===== src/rtl/alu_wb_16bits.sv =====
// ALU with register-file writeback for an 8x16 register file.
// Single-cycle ops write back next cycle; shifts iterate one bit per cycle.
module alu_wb_16bits (
  input  logic        clk,
  input  logic        rst,
  input  logic        in_valid,
  output logic        in_ready,
  input  logic [2:0]  op,
  input  logic [2:0]  rd_addr,
  input  logic [15:0] rs_data,
  input  logic [15:0] rt_data,
  output logic [15:0] wr_data,
  output logic [2:0]  wr_addr,
  output logic        en,
  output logic        zero,
  output logic        ovf
);

  typedef enum logic [1:0] {
    IDLE  = 2'd0,
    SHIFT = 2'd1,
    WB    = 2'd2
  } state_t;

  state_t      state;
  state_t      state_nx;
  logic [3:0]  cnt;
  logic [15:0] work;
  logic [15:0] work_nx;
  logic        shl_q;
  logic [2:0]  rd_q;
  logic [15:0] res;
  logic        res_ovf;
  logic [3:0]  amt;
  logic        is_shift;
  logic        multi;
  logic        accept;

  assign amt      = rt_data[3:0];
  assign is_shift = op[2] & op[1];
  assign multi    = is_shift && (amt != 4'd0);
  assign accept   = in_valid && in_ready;
  assign work_nx  = shl_q ? (work << 1) : (work >> 1);

  // Combinational result and signed-overflow for the current request
  always_comb begin
    res     = 16'h0000;
    res_ovf = 1'b0;
    unique case (op)
      3'd0: begin
        res     = rs_data + rt_data;
        res_ovf = (rs_data[15] == rt_data[15])
                  && (res[15] != rs_data[15]);
      end
      3'd1: begin
        res     = rs_data - rt_data;
        res_ovf = (rs_data[15] != rt_data[15])
                  && (res[15] != rs_data[15]);
      end
      3'd2: res = rs_data & rt_data;
      3'd3: res = rs_data | rt_data;
      3'd4: res = rs_data ^ rt_data;
      3'd5: res = {15'd0, $signed(rs_data) < $signed(rt_data)};
      3'd6: res = rs_data << amt;
      3'd7: res = rs_data >> amt;
      default: res = 16'h0000;
    endcase
  end

  // State register
  always_ff @(posedge clk or negedge rst) begin
    if (!rst) state <= IDLE;
    else      state <= state_nx;
  end

  // Next-state, handshake and write-enable decode
  always_comb begin
    state_nx = state;
    in_ready = 1'b0;
    en       = 1'b0;
    unique case (state)
      IDLE: begin
        in_ready = 1'b1;
        if (in_valid) state_nx = multi ? SHIFT : WB;
      end
      SHIFT: begin
        if (cnt == 4'd1) state_nx = WB;
      end
      WB: begin
        en       = 1'b1;
        state_nx = IDLE;
      end
      default: state_nx = IDLE;
    endcase
  end

  // Capture, iterative shift, and writeback/flag registers
  always_ff @(posedge clk or negedge rst) begin
    if (!rst) begin
      cnt     <= 4'd0;
      work    <= 16'h0000;
      shl_q   <= 1'b0;
      rd_q    <= 3'd0;
      wr_data <= 16'h0000;
      wr_addr <= 3'd0;
      zero    <= 1'b0;
      ovf     <= 1'b0;
    end else if (accept) begin
      rd_q  <= rd_addr;
      shl_q <= ~op[0];
      work  <= rs_data;
      cnt   <= multi ? amt : 4'd0;
      if (!multi) begin
        wr_data <= res;
        wr_addr <= rd_addr;
        zero    <= (res == 16'h0000);
        ovf     <= res_ovf;
      end
    end else if (state == SHIFT) begin
      work <= work_nx;
      cnt  <= cnt - 4'd1;
      if (cnt == 4'd1) begin
        wr_data <= work_nx;
        wr_addr <= rd_q;
        zero    <= (work_nx == 16'h0000);
        ovf     <= 1'b0;
      end
    end
  end

endmodule


===== config.mk =====
export PLATFORM = sky130hd
export DESIGN_NAME = alu_wb_16bits
export DESIGN_NICKNAME = d
export VERILOG_FILES = /design/src/rtl/alu_wb_16bits.sv
export SDC_FILE = /design/constraint.sdc
export NUM_CORES = 1
export LEC_CHECK = 0
export CAP_MARGIN = 10
export CORE_UTILIZATION = 43
export CTS_CLUSTER_SIZE = 30
export DETAILED_ROUTE_END_ITERATION = 7
export GPL_ROUTABILITY_DRIVEN = 0
export PLACE_DENSITY = 0.73
export SLEW_MARGIN = 20
export SYNTH_ARGS = -nofsm -noshare
export SYNTH_HDL_FRONTEND = slang
export SYNTH_SLANG_ARGS = --single-unit

===== constraint.sdc =====
create_clock -name clk -period 2.01 [get_ports clk]
set_input_delay 0.3015 -clock clk [delete_from_list [all_inputs] [get_ports clk]]
set_output_delay 0.3015 -clock clk [all_outputs]
set_load 0.1 [all_outputs]

# == Yosys cells after proc, flatten, opt, wreduce, memory -nomap -nowiden ==
# Cells that the tools add are included.
# classes
n_addsub,3
order_cmp,1
eq_ne,17
shift,2
muxes,30
bitwise_logic,5
n_reduce_logical,13
# ops
op,n
16-bit one-hot mux with 8 select lines,1
16-bit 2-to-1 mux,7
16-bit zero test,2
16-bit adder,1
16-bit bitwise AND,1
16-bit < comparator,1
16-bit OR,1
16-bit by 4-bit left shift with 16-bit output,1
16-bit by 4-bit >> shifter with 16-bit output,1
16-bit subtractor,1
16-bit XOR,1
"3-bit == test, second input constant",4
3-bit 2-to-1 mux,4
4-bit 2-to-1 mux,3
1-bit 2-to-1 mux,10
"3-bit by 2-bit == test with 1-bit output, second input constant",2
2-bit 2-to-1 mux,3
"2-bit != test, second input constant",3
"4-bit by 1-bit == test with 1-bit output, second input constant",1
1-bit logical AND,4
2-bit one-hot mux with 2 select lines,1
2-bit nonzero test,2
4-bit nonzero test,1
"4-bit by 1-bit subtractor with 4-bit output, second input constant",1
other kinds (12),14
# word_totals
ff_bits,47
in_bits,41
out_inout_bits,23

# == Longest topological paths before layout ==
# logic_depth
word_depth,6
ltp_mapped,14

# == Least setup slack after synthesis ==
# No wires, ideal clock.
# synth_path
kind,register to register
start,register state[1]
end,register zero
setup_ns,0.092
arrival_ns,3.480
required_time_ns,1.918
setup_slack_ns,-1.562
path_stages_with_launch,9
n_path_buf,0
synth_period_minus_slack_ns,3.572
cell_sequence,dfrtp_1 -> nor2_1 -> nand2_1 -> or3_1 -> a221oi_1 -> nand4_1 -> nor4_1 -> nand4_1 -> o31ai_2
# synth_between
elab_chain_len,5
elab_cells_between_ends,9
cone_classes,eq/ne (2); mux (2); reduce/logical (5)
# synth_lines
item,line,source
start: declaration,25,state_t state;
start signal: assignment,73,else state <= state_nx;
2-bit zero test (*),81,unique case (state)
1-bit 2-to-1 mux (*),81,
named net in_ready,7,"output logic in_ready,"
1-bit logical AND (*),42,assign accept = in_valid && in_ready;
2-bit != test (no line) / 2-bit nonzero test (equally long branches),-,
3-bit AND reduction (no line),-,
end signal: assignment,116,zero <= (res == 16'h0000);
end signal: assignment,125,zero <= (work_nx == 16'h0000);
end: declaration,15,"output logic zero,"
# The timed path passes the listed nets; every way through them passes the cells marked *.
# A chain may end at the register's enable or synchronous reset.

# == Worst setup path in the final report ==
# layout_path
start,input port rt_data[1]
end,register zero
# layout_between
elab_chain_len,5
elab_cells_between_ends,16
cone_classes,add/sub (2); order compare (1); eq/ne (1); shift (2); mux (3); bitwise (3); reduce/logical (4)
# layout_lines
item,line,source
start: declaration,11,"input logic [15:0] rt_data,"
16-bit subtractor (tied with other cells),56,res = rs_data - rt_data;
16-bit one-hot mux with 8 select lines,49,unique case (op)
16-bit zero test,116,
1-bit 2-to-1 mux,113,if (!multi) begin
1-bit 2-to-1 mux,108,end else if (accept) begin
# Parallel ways exist; a longest one is shown, timed or not. The select of a mux whose other input is x is not followed.

==> impl_results.md <==
- Most common cell on crit path: buf_8
- WS Path Type: in -> reg
- CTS buffer count: 5
- Post-Synth Simple-Gate Area: 19.0%
- Synth warn: 0
- Die area: 15,000 µm²
- Mapped cell area: 6250 µm²
- Initial Utilization: 44.5%
- Syn Inst Count: 768
- WL final: 34,600 µm
- Row cnt: 43
- Clock transition at path regs: 0.07 ns
- Pwr dens: 847 nW/µm²
- Htree depth: 2
- Endpoint class of the critical path: flop
- Share of layout cells above drive strength 1: 51.2%
- Slew @ Worst Pin: 1.25 ns
- Final Worst Setup Slack: -0.843 ns
- Drt pass-1 iters: 8
- Crit path cell chain: buf_8 > buf_8 > buf_6 > buf_12 > mux2_4 > mux4_2 > a22oi_2 > o311ai_1 > nor2_1 > o211ai_1 > nor4_2 > nand4_1 > o31ai_2
- Slowest stage delay, CP: 0.49 ns
- Most common cell after layout, fill and taps aside: buf_4
- Total number of vias: 9,033
- Synth unique cells: 79
- Yosys reg bits: 47
- Ys flop type: dfrtp_1
- Nets: 1,199
- CP Buf/Inv Count: 4
- Clock root cell: clkbuf_16
- Post-DR vias/cell: 7.03
- Req. time, crit path: 2.22 ns
- Final Max Tran Viols: 0
- Starting DRT DRC Count: 1,694
- Final hold vios: 0
- Die height: 123 µm
- Avg WL per Cell: 27.0 µm
- Max-cap violations: 0
- Placed instance count: 1,225
- Total clock sinks: 47
- Final setup fails: 18
- Final design utilization: 75.2%
- Clock latency on the worst-skew pair: 0.29 ns
- RSZ-0062 raised after global routing: true
- Syn nets: 862
- Main combinational cell family by area after synthesis: compound AO/OA/AOI/OAI gates
- CP Launch Type: input pin
- Commonest non-fill, non-tap cells in the layout: buf_4 (297), nand2_1 (61), nor2_1 (61), dfrtp_1 (47), a21oi_1 (37)
- Final global-route overflow total: 0
- N_diodes: 0
- Top delay family on crit path: multiplexers
- Final Cycle Share: 142%
- Syn-to-layout area delta: 69.1%
- Vias in the first global route: 8,310
- Fillers: 860
- GRT Util Overall: 40.5%
- Slew HR: 15.9%
- Worst min path class: in -> async
- Status: complete, but fails checks
- Number of flops mapped to enable cells by yosys: 0
- Post-DP HPWL: 20,300 µm
- Core area: 14,000 µm²
- Die Wd: 123 µm
- Crit path DAT: 3.06 ns
- Detailed-route DRC error count: 3
- DP Worst Slack: -1.63 ns
- Synth async-reset ratio: 100%
- Pwr Total: 8950 µW
- Initial antenna violation count: 1
- Non-Filler Instances: 1,285
- Deepest clock path buffer count: 2
- CTS tree: built
- Synthesized area per cell: 8.14 µm²
- Worst VDD drop: 0.000744 V
- Failing checks: DRC, setup timing
- I/O pin count: 64
- Sequential cell area fraction in the yosys report: 18.8%
- FMAX: 0.351 GHz
- Mux cell area share after synthesis: 14.1%
- Post-DRT Antenna Nets: 0
- Static Leak: 0.00471 µW
- Crit path max fanout: 6
- Compound-Gate Fraction of Synth Area: 27.8%
- Minimum clock period: 2.85 ns
- XOR/XNOR Fraction of Synth Area: 1.96%
- Port Buf Inserts: 63
- Clk_skew: 0.00875 ns
- Largest net degree at the start of global routing: 32
- Area share of fa/ha/maj cells after synthesis: 10.9%
- First-pass GRT wire length: 45,800 µm
- Crit-path slowest cell: mux4_2
## cells by family after synthesis
group                    Yosys count
multiplexers                      61
XOR/XNOR                          14
AO/OA/AOI/OAI                    240
buffers and inverters            106
flip-flops                        47
adder cells (fa/ha/maj)           53
AND/OR/NAND/NOR                  247
## per-stage QoR
step           TNS, ns  instance area (µm²)  hold slack [ns]
2_1_floorplan    -6.90                 6420          0.00591
3_3_place_gp    -24.34                 8940            0.207
3_5_place_dp    -25.94                 8940            0.207
4_1_cts          -5.54                10100            0.441
5_1_grt          -8.69                10600            0.474
6_report         -7.94                10600            0.430
## cell type report
class	count	area, µm²	area share (%)
tap	180	225	2.13
multi-input combinational	615	5590	52.9
clock inverter	2	13.8	0.130
inverter	53	234	2.21
clock buffer	5	125	1.18
timing repair buffer	383	3200	30.3
sequential	47	1180	11.1
## metal layers
layer	vias up	track usage (%)	share of wire, %
met5	-	0	0.035
met4	2	31.5	12
met3	405	11.5	15
met2	933	62.2	42
met1	4115	47.3	31
li1	3578	-	-
## repair_timing
item | 4_1_cts | 5_1_grt
setup buffers | 34 | 32
pin swaps | 80 | 40
resized for setup | 226 | 99
cloned | 3 | 1
hold buffers | 1 | 0
endpoints found under the hold margin | 12 | 0
setup endpoints to repair | 37 | 21
## sequential cells by signal, summed over array words and instances (netlist names)
| signal | cells |
|---|---|
| wr_addr | 3 |
| zero | 1 |
| wr_data | 16 |
| rd_q | 3 |
| cnt | 4 |
| state | 2 |
| ovf | 1 |
| work | 16 |
| shl_q | 1 |
## worst reg2reg max path, cell delays in order, from the launching register on
cell and delay, ns:
dfrtp_1 0.41, nor2_4 0.12, nand2_1 0.17, or3_1 0.48, a221oi_1 0.32, nand4_1 0.18, nor4_2 0.36, nand4_1 0.17
o31ai_2 0.19
## synthesized netlist by cell type (6+ instances only)
cell      number  area share (%)
a211oi_1      13             1.6
nand2_1       62             3.7
o211ai_1       9             1.1
nor3_1        24             1.9
nand2b_1       9            0.90
mux2i_1       29             4.6
ha_1          51              10
o31ai_1        6            0.72
a21oi_1       49             3.9
xnor2_1       10             1.4
and2_1         6            0.60
a221o_1        7             1.1
inv_1         51             3.1
nand3b_1       8            0.96
a22oi_1       12             1.4
o21ai_0       28             2.2
o221ai_1      29             4.1
buf_2         15             1.2
a221oi_1       7            0.98
mux2_2        10             1.8
nor2b_1       11             1.1
dfrtp_1       47              19
nand4_1       10             1.0
nor2_1        74             4.4
a31oi_1        8            0.80
mux4_2        18             6.5
clkbuf_1      27             1.6
o22ai_1       13             1.3
nand3_1       15             1.2
## worst paths after layout
kind	cells past startpoint	slack, ns	endpoint	from
setup / recovery	13	-0.84	zero	rt_data[1]
hold / removal	2	0.43	work[4]	rst
setup reg to reg	8	-0.46	zero	state[0]
hold reg to reg	2	0.48	rd_q[0]	rd_q[0]
max in group asynchronous	3	1.04	wr_data[10]	rst
min in group clk	2	0.48	rd_q[0]	rd_q[0]
## power breakdown
| part | switching [µW] | internal [µW] |
|---|---|---|
| Clock | 351 | 454 |
| Sequential | 350 | 1390 |
| Combinational | 4080 | 2320 |
No activity file was read; power rests on OpenSTA's default activity.
